==> config.mk <==
export PLATFORM = sky130hd
export DESIGN_NAME = logic_op_pipe
export DESIGN_NICKNAME = d
export VERILOG_FILES = /design/src/rtl/logic_op_pkg.sv /design/src/rtl/logic_op_stage.sv /design/src/rtl/logic_op_pipe.sv
export SDC_FILE = /design/constraint.sdc
export NUM_CORES = 1
export LEC_CHECK = 0
export ABC_AREA = 1
export BUFFER_PORTS_ARGS = -buffer_cell sky130_fd_sc_hd__buf_2
export CORE_MARGIN = 2
export CORE_UTILIZATION = 53
export DETAILED_ROUTE_END_ITERATION = 10
export GPL_TIMING_DRIVEN = 0
export MAX_ROUTING_LAYER = met4
export PLACE_DENSITY = 0.81
export SKIP_CTS_REPAIR_TIMING = 1
export SLEW_MARGIN = 40
export SYNTH_ARGS = -nofsm -noshare
export SYNTH_HDL_FRONTEND = slang
export SYNTH_SLANG_ARGS = --single-unit
==> constraint.sdc <==
create_clock -name clk -period 1.8 [get_ports clk]
set_clock_uncertainty 0.05 [all_clocks]
set_input_delay 0.36 -clock clk [delete_from_list [all_inputs] [get_ports clk]]
set_output_delay 0.36 -clock clk [all_outputs]
set_load 0.005 [all_outputs]
==> src/rtl/logic_op_pkg.sv <==
// Shared types and the bitwise operation used by the comb, registered and
// pipelined result paths of logic_op_pipe.
package logic_op_pkg;

    typedef enum logic [1:0] {
        OP_XOR  = 2'd0,
        OP_AND  = 2'd1,
        OP_OR   = 2'd2,
        OP_XNOR = 2'd3
    } op_e;

    // Evaluated per bit so every caller stays exactly WIDTH bits wide.
    function automatic logic apply_op(input op_e op, input logic a, input logic b);
        logic r;
        case (op)
            OP_XOR:  r = a ^ b;
            OP_AND:  r = a & b;
            OP_OR:   r = a | b;
            OP_XNOR: r = ~(a ^ b);
            default: r = 1'b0;
        endcase
        return r;
    endfunction

endpackage

==> src/rtl/logic_op_stage.sv <==
// One valid/data/parity slot of the handshake pipeline; loads from its
// predecessor whenever the advance signal is high.
module logic_op_stage
    import logic_op_pkg::*;
#(
    parameter int WIDTH = 8
) (
    input  logic             clk,
    input  logic             rst_n,
    input  logic             adv_i,
    input  logic             valid_i,
    input  logic [WIDTH-1:0] data_i,
    input  logic             parity_i,
    output logic             valid_o,
    output logic [WIDTH-1:0] data_o,
    output logic             parity_o
);

    logic             valid_q, valid_d;
    logic [WIDTH-1:0] data_q, data_d;
    logic             parity_q, parity_d;

    // Next state: data only moves with a valid beat so an empty slot keeps
    // showing its last real result instead of upstream garbage.
    always_comb begin
        valid_d  = valid_q;
        data_d   = data_q;
        parity_d = parity_q;
        if (adv_i) begin
            valid_d = valid_i;
            if (valid_i) begin
                data_d   = data_i;
                parity_d = parity_i;
            end else begin
                data_d   = data_q;
                parity_d = parity_q;
            end
        end else begin
            valid_d = valid_q;
        end
    end

    // Slot registers.
    always_ff @(posedge clk or negedge rst_n) begin
        if (!rst_n) begin
            valid_q  <= 1'b0;
            data_q   <= '0;
            parity_q <= 1'b0;
        end else begin
            valid_q  <= valid_d;
            data_q   <= data_d;
            parity_q <= parity_d;
        end
    end

    assign valid_o  = valid_q;
    assign data_o   = data_q;
    assign parity_o = parity_q;

endmodule

==> src/rtl/logic_op_pipe.sv <==
// Selectable bitwise operation presented combinationally, registered every
// cycle, and through a DEPTH-stage valid/ready pipeline with a beat counter.
module logic_op_pipe
    import logic_op_pkg::*;
#(
    parameter int WIDTH = 8,
    parameter int DEPTH = 2,
    parameter int CNT_W = 16
) (
    input  logic             clk,
    input  logic             rst_n,
    input  logic [WIDTH-1:0] a,
    input  logic [WIDTH-1:0] b,
    input  logic [1:0]       op,
    input  logic             in_valid,
    output logic             in_ready,
    output logic [WIDTH-1:0] out_comb,
    output logic [WIDTH-1:0] out_ff,
    output logic             out_valid,
    input  logic             out_ready,
    output logic [WIDTH-1:0] out_pipe,
    output logic             out_parity,
    output logic [CNT_W-1:0] beat_count
);

    function automatic logic parity_of(input logic [WIDTH-1:0] v);
        return ^v;
    endfunction

    op_e              op_s;
    logic [WIDTH-1:0] f_s;
    logic [WIDTH-1:0] out_ff_q, out_ff_d;
    logic [DEPTH-1:0] valid_s;
    logic [DEPTH-1:0] adv_s;
    logic [DEPTH-1:0] parity_s;
    logic [WIDTH-1:0] data_s [DEPTH];
    logic [CNT_W-1:0] beat_q, beat_d;
    logic             out_hs_s;

    assign op_s = op_e'(op);

    // Bitwise result shared by every output path.
    always_comb begin
        f_s = '0;
        for (int i = 0; i < WIDTH; i++) begin
            f_s[i] = apply_op(op_s, a[i], b[i]);
        end
    end

    // Advance chain unrolled from the output end: a stage may load if it or
    // any stage downstream of it is empty, or the sink is ready.
    always_comb begin
        logic acc;
        adv_s = '0;
        acc   = out_ready;
        for (int i = DEPTH - 1; i >= 0; i--) begin
            acc      = acc | ~valid_s[i];
            adv_s[i] = acc;
        end
    end

    for (genvar g = 0; g < DEPTH; g++) begin : g_stage
        logic             vin_s;
        logic [WIDTH-1:0] din_s;
        logic             pin_s;
        if (g == 0) begin : g_head
            assign vin_s = in_valid;
            assign din_s = f_s;
            assign pin_s = parity_of(f_s);
        end else begin : g_body
            assign vin_s = valid_s[g-1];
            assign din_s = data_s[g-1];
            assign pin_s = parity_s[g-1];
        end
        logic_op_stage #(.WIDTH(WIDTH)) u_stage (
            .clk      (clk),
            .rst_n    (rst_n),
            .adv_i    (adv_s[g]),
            .valid_i  (vin_s),
            .data_i   (din_s),
            .parity_i (pin_s),
            .valid_o  (valid_s[g]),
            .data_o   (data_s[g]),
            .parity_o (parity_s[g])
        );
    end

    assign out_hs_s = valid_s[DEPTH-1] & out_ready;

    // Next state for the free-running register and the wrapping beat counter.
    always_comb begin
        out_ff_d = f_s;
        if (out_hs_s) begin
            beat_d = beat_q + CNT_W'(1);
        end else begin
            beat_d = beat_q;
        end
    end

    // Registered result and completed-beat counter.
    always_ff @(posedge clk or negedge rst_n) begin
        if (!rst_n) begin
            out_ff_q <= '0;
            beat_q   <= '0;
        end else begin
            out_ff_q <= out_ff_d;
            beat_q   <= beat_d;
        end
    end

    assign out_comb   = f_s;
    assign out_ff     = out_ff_q;
    assign in_ready   = adv_s[0];
    assign out_valid  = valid_s[DEPTH-1];
    assign out_pipe   = data_s[DEPTH-1];
    assign out_parity = parity_s[DEPTH-1];
    assign beat_count = beat_q;

endmodule

# Yosys cells after proc, flatten, opt, wreduce, memory -nomap -nowiden
# Cells that the tools add are included.
# op_classes
n_addsub	1
n_eq_ne	3
muxes	8
bitwise_logic	37
n_reduce_logical	4
# ops
operator	n
$pmux W1 S4	8
$add A16 B1 Y16 const B	1
$not A1 Y1	10
$or A1 B1 Y1	10
$and A1 B1 Y1	9
$reduce_xor A8 Y1	1
$xor A1 B1 Y1	8
$eq A2 B2 Y1 const B	2
$reduce_and A2 Y1	2
$eq A2 B1 Y1 const B	1
$logic_not A2 Y1	1
# word_totals
reg_bits	44
in_bits	22
output_inout_bits	43
elab_cells	61

# Depth between registers and ports, before layout
# depth
word_depth	4
depth_mapped	13
mapped_depth_nobuf	13

# Cells and area by module
# From an unflattened synthesis, not the netlist that was laid out.
# unflattened
cells_unflattened	323
hier_area_um2	2596.2
# by_module_without_submodules
mod	instances	cells_per_inst	area_per_inst_um2	seq_area_each_um2
logic_op_pipe	1	239	1780.5	600.6
logic_op_stage	2	42	407.9	250.2

# Least setup slack after synthesis
# OpenSTA, ideal clock, no wires.
# synth_path
path_type	input to register
start	in a[1]
end	reg g_stage[0].u_stage.parity_q
t_arrival_ps	1362
t_required_ps	1632
setup_slack_ps	270
cell_stages	12
n_path_buf	0
cell_sequence	inv_1 -> ha_1 -> inv_1 -> nand3_1 -> nand4_1 -> nand2_1 -> nand2_1 -> nand2_1 -> nand2_1 -> nand2_1 -> nand3_1 -> nand2_1
# synth_via
elab_chain_len	4
# synth_rtl
element	line_no	rtl
from (decl)	logic_op_pipe.sv:12	input logic [WIDTH-1:0] a,
$xor A1 B1 Y1	logic_op_pkg.sv:16, logic_op_pkg.sv:19	
$not A1 Y1	logic_op_pkg.sv:19	OP_XNOR: r = ~(a ^ b);
$pmux W1 S4 *	logic_op_pkg.sv:15	case (op)
named net out_comb[1]	logic_op_pipe.sv:17	output logic [WIDTH-1:0] out_comb,
$reduce_xor A8 Y1 *	logic_op_pipe.sv:27	return ^v;
to (signal assigned)	logic_op_stage.sv:52	parity_q <= parity_d;
to (decl)	logic_op_stage.sv:21	logic parity_q, parity_d;
# The timed path passes the listed nets; every way through them passes the cells marked *.
# A chain may end at the register's enable or synchronous reset.

# Worst setup path in the final report
# layout_path
start	in a[5]
end	out out_comb[5]
# layout_via
elab_chain_len	3
# layout_rtl
element	line_no
$xor A1 B1 Y1	logic_op_pkg.sv:16, logic_op_pkg.sv:19
$not A1 Y1	logic_op_pkg.sv:19
$pmux W1 S4 *	logic_op_pkg.sv:15
to (decl)	logic_op_pipe.sv:17
# Every way passes the cells marked *; elsewhere a longest branch is shown, timed or not.

==> results.md <==
- Yosys printed 0 warnings.
- The final setup violation count is 0.
- With fillers left out, the area of the finished cells amounts to slightly above 0.003 sq mm.
- The synthesized netlist contains 23 unique library cells.
- The via count is 2100.
- In this run the static leakage power is approximately 1.8 nW.
- The share of the core filled with cells in the final layout is 0.6906.
- The critical-path maximum fanout is 5.
- For this block, the initial DRC count from the detailed router was 77.
- Clock tree synthesis found a total of 44 sinks.
- The antenna diode count is 0.
- Entering global routing, the biggest net connects 45 pins.
- IR analysis of the VDD net gives a maximum drop of 464.8 uV.
- The detail route stage leaves a number of antenna-violating nets equal to 0.
- The number of clock buffers added by TritonCTS is 5.
- In this run the cell area of the synthesized design comes to around 0.0025 sq mm.
- The synthesized design spends more area on one cell type than any other, namely dfrtp_1.
- In the synthesized netlist the async set-or-reset flop fraction comes to 1.000.
- The CTS tree is done.
- Setup repair after global routing left no endpoint under its margin.
- The area added between synthesis and finish is 22.77%.
- The worst setup slack before clock tree synthesis is -0.02099 ns.
- The final RePlAce weighted congestion is 0.8156.
- The checks that failed: hold timing.
- The count of flip-flops with a built-in enable after synthesis is 0.
- The critical path capture point type is an output port.
- After routing, the total negative slack on setup checks comes to 0 ns.
- The clock tree root driver cell is clkbuf_8.
- The clock transition at the register clock pins on the worst setup and hold paths after CTS is 0.08 ns.
- For the worst-skew pair, the clock arrives at the later sink with an insertion delay of 0.30 ns.
- The category of the critical setup timing path is in -> out.
- The number of nets at the end of the flow is 409.
- Max-cap violations in this run came to 0.
- The flow ran to the end, but the final reports show violations.
- Total power for the finished layout comes to 3.076 mW.
- The half-perimeter wire length of the detailed placement result is around 3.7 mm.
- The standard cell area after detailed placement is 0.002878 sq mm.
- The count of buffers inserted at the top-level ports is 62.
- The min-delay analysis places its worst path in the category in -> async.
- The number of antenna violations at the first check in global routing is 0.
- In the synthesized netlist, the number of instances is 297.
- The longest clock path from root to sink contains 2 buffers.
- Before antenna repair, the detailed router went through 4 iterations.
- The number of placed instances, taps included is between 400 and 500.
- Ranked by total cell area, the synthesized netlist is headed by dfrtp_1 44%, nand2_1 11%, ha_1 8.5%.
- The area of the placeable core is between 0.004 and 0.005 sq mm.
- The relative slew slack is 0.6562.
- The number of global-route vias before repair is 1881.
- The post-synth net total is 336.
- The per-cell routed wire length is 11.33 um.
- After the flow finishes, the layout carries non-filler instances totaling 423.
- The ratio of routed vias to standard cells is 4.965.
- The tightest hold margin is -0.01628 ns.
- By count the netlist is led by 76 x nand2_1, 52 x inv_1, 44 x dfrtp_1.
- In the routed design, unresolved DRC markers number 0.
- For the worst setup path, the data arrival time is 1.32 ns.
- The highest clock rate is between 0.5 and 0.6 GHz.
- The share of the cycle needed by the critical path after routing is 0.9611.
- The most frequent cell after synthesis is nand2_1.
- The total overflow left after global routing is 0.
- Counting flops and latches in the post-synthesis netlist gives 44.
- In this run the power density over the cells is 1002 mW/mm^2.
- The initialized floorplan defines 24 standard-cell rows.
- The count of final max-slew check failures is 0.
- For this design the top-level I/O count stands at 65.
- The data required time of the worst path is ~1.4 ns.
- The leading register cell type out of synthesis is dfrtp_1.
- The sequential element share of the synthesized area is 0.4404.
- The share of the synthesized area in the top cell type is 0.4404.
- The count of H-tree levels built during CTS is 2.
- The final critical delay including setup and external delays is 1.730 ns.
- The die is 72.68 um wide.
- The category of the worst setup path launch point is a primary input.
- Summed over all layers, the routed wires come to 4.792 mm.
- For this run, the total global-route usage over all layers was measured as 0.2006.
- The floorplan die height is 72.68 um.
- The die outline area is 0.005282 sq mm.
- At the pin with the least slew margin, the transition time is 0.5158 ns.
- The initial core utilization is 0.5625.
- The wire length of the first global-routing pass is 8.079 mm.
- The slack of the critical path is 0.06995 ns.
- The final number of hold-violating endpoints is 40.
- Averaged over all synthesized cells, the footprint is 8.417 sq um.
- Of the cells placed in the final design, the portion with a size suffix greater than 1 is 0.2534.
path summary, 6_finish.rpt:
kind                           startpoint                    endpoint  slack, ns  cells after the start
setup / recovery                     a[5]                 out_comb[5]       0.07                      7
hold / removal                      rst_n               beat_count[2]      -0.02                      1
setup reg to reg            beat_count[0]              beat_count[14]       0.15                      9
hold reg to reg            beat_count[15]              beat_count[15]       0.42                      1
max in group asynchronous           rst_n              beat_count[11]       1.36                      1
min in group clk                out_ready  g_stage[1].u_stage.valid_o       0.30                      4
cell type report:
| class | count | area [sq um] |
|---|---|---|
| inverter | 53 | 198.9 |
| fill | 371 | 1375 |
| timing repair buffer | 66 | 342.8 |
| multi-input combinational | 194 | 1154 |
| buffer | 6 | 48.80 |
| clock buffer | 5 | 68.82 |
| clock inverter | 3 | 90.09 |
| tap | 52 | 65.06 |
| sequential | 44 | 1101 |
state kept, by name (all words and copies together), names as in the netlist:
register,flops
beat_count,16
out_ff,8
g_stage.u_stage.valid_o,2
g_stage.u_stage.data_o,16
g_stage.u_stage.parity_o,2
power by group:
part	total [mW]	switching [mW]	internal (mW)
clock	1.02	0.322	0.693
combinational	0.752	0.410	0.342
sequential	1.31	0.128	1.18
total	3.08	0.859	2.22
worst max-delay path, stage by stage:
cell and delay (ns):
buf_2 0.09, inv_1 0.04, ha_1 0.30, inv_1 0.05, nand3_1 0.08, nand4_1 0.20, buf_2 0.20
cell usage in the layout (no fill, tap or decap), types with 4 or more instances in the layout:
master | netlist | routed
buf_4 | 1 | 6
dfrtp_1 | 44 | 44
inv_1 | 52 | 52
ha_1 | 17 | 17
nand3b_1 | 8 | 8
o21ai_0 | 14 | 14
nand4_1 | 8 | 8
nand2_1 | 76 | 76
xnor2_1 | 7 | 7
clkbuf_8 | 0 | 5
xor2_1 | 7 | 7
nand2_2 | 4 | 4
nor2_1 | 11 | 10
buf_2 | 0 | 61
nand3_1 | 30 | 30
logic make-up (layout without fill, tap and decap cells):
logic type | after synthesis | in the layout | synth area share
flops | 44 | 44 | 0.4404
xor+xnor | 15 | 15 | 0.05556
buf+inv | 59 | 133 | 0.09910
compound gates | 14 | 14 | 0.02803
fa+ha+maj | 17 | 17 | 0.08508
mux | 3 | 3 | 0.01351
simple gates | 145 | 145 | 0.2783
metal layers:
metal,up-vias,routed length [um],GRT usage,part of all wire
met4,0,57,0.06996,0.012
li1,1076,-,-,-
met3,6,238,0.03867,0.050
met2,57,2488,0.3606,0.52
met5,-,0,-,0
met1,961,2007,0.2205,0.42
No activity file was read; power rests on OpenSTA's default activity.
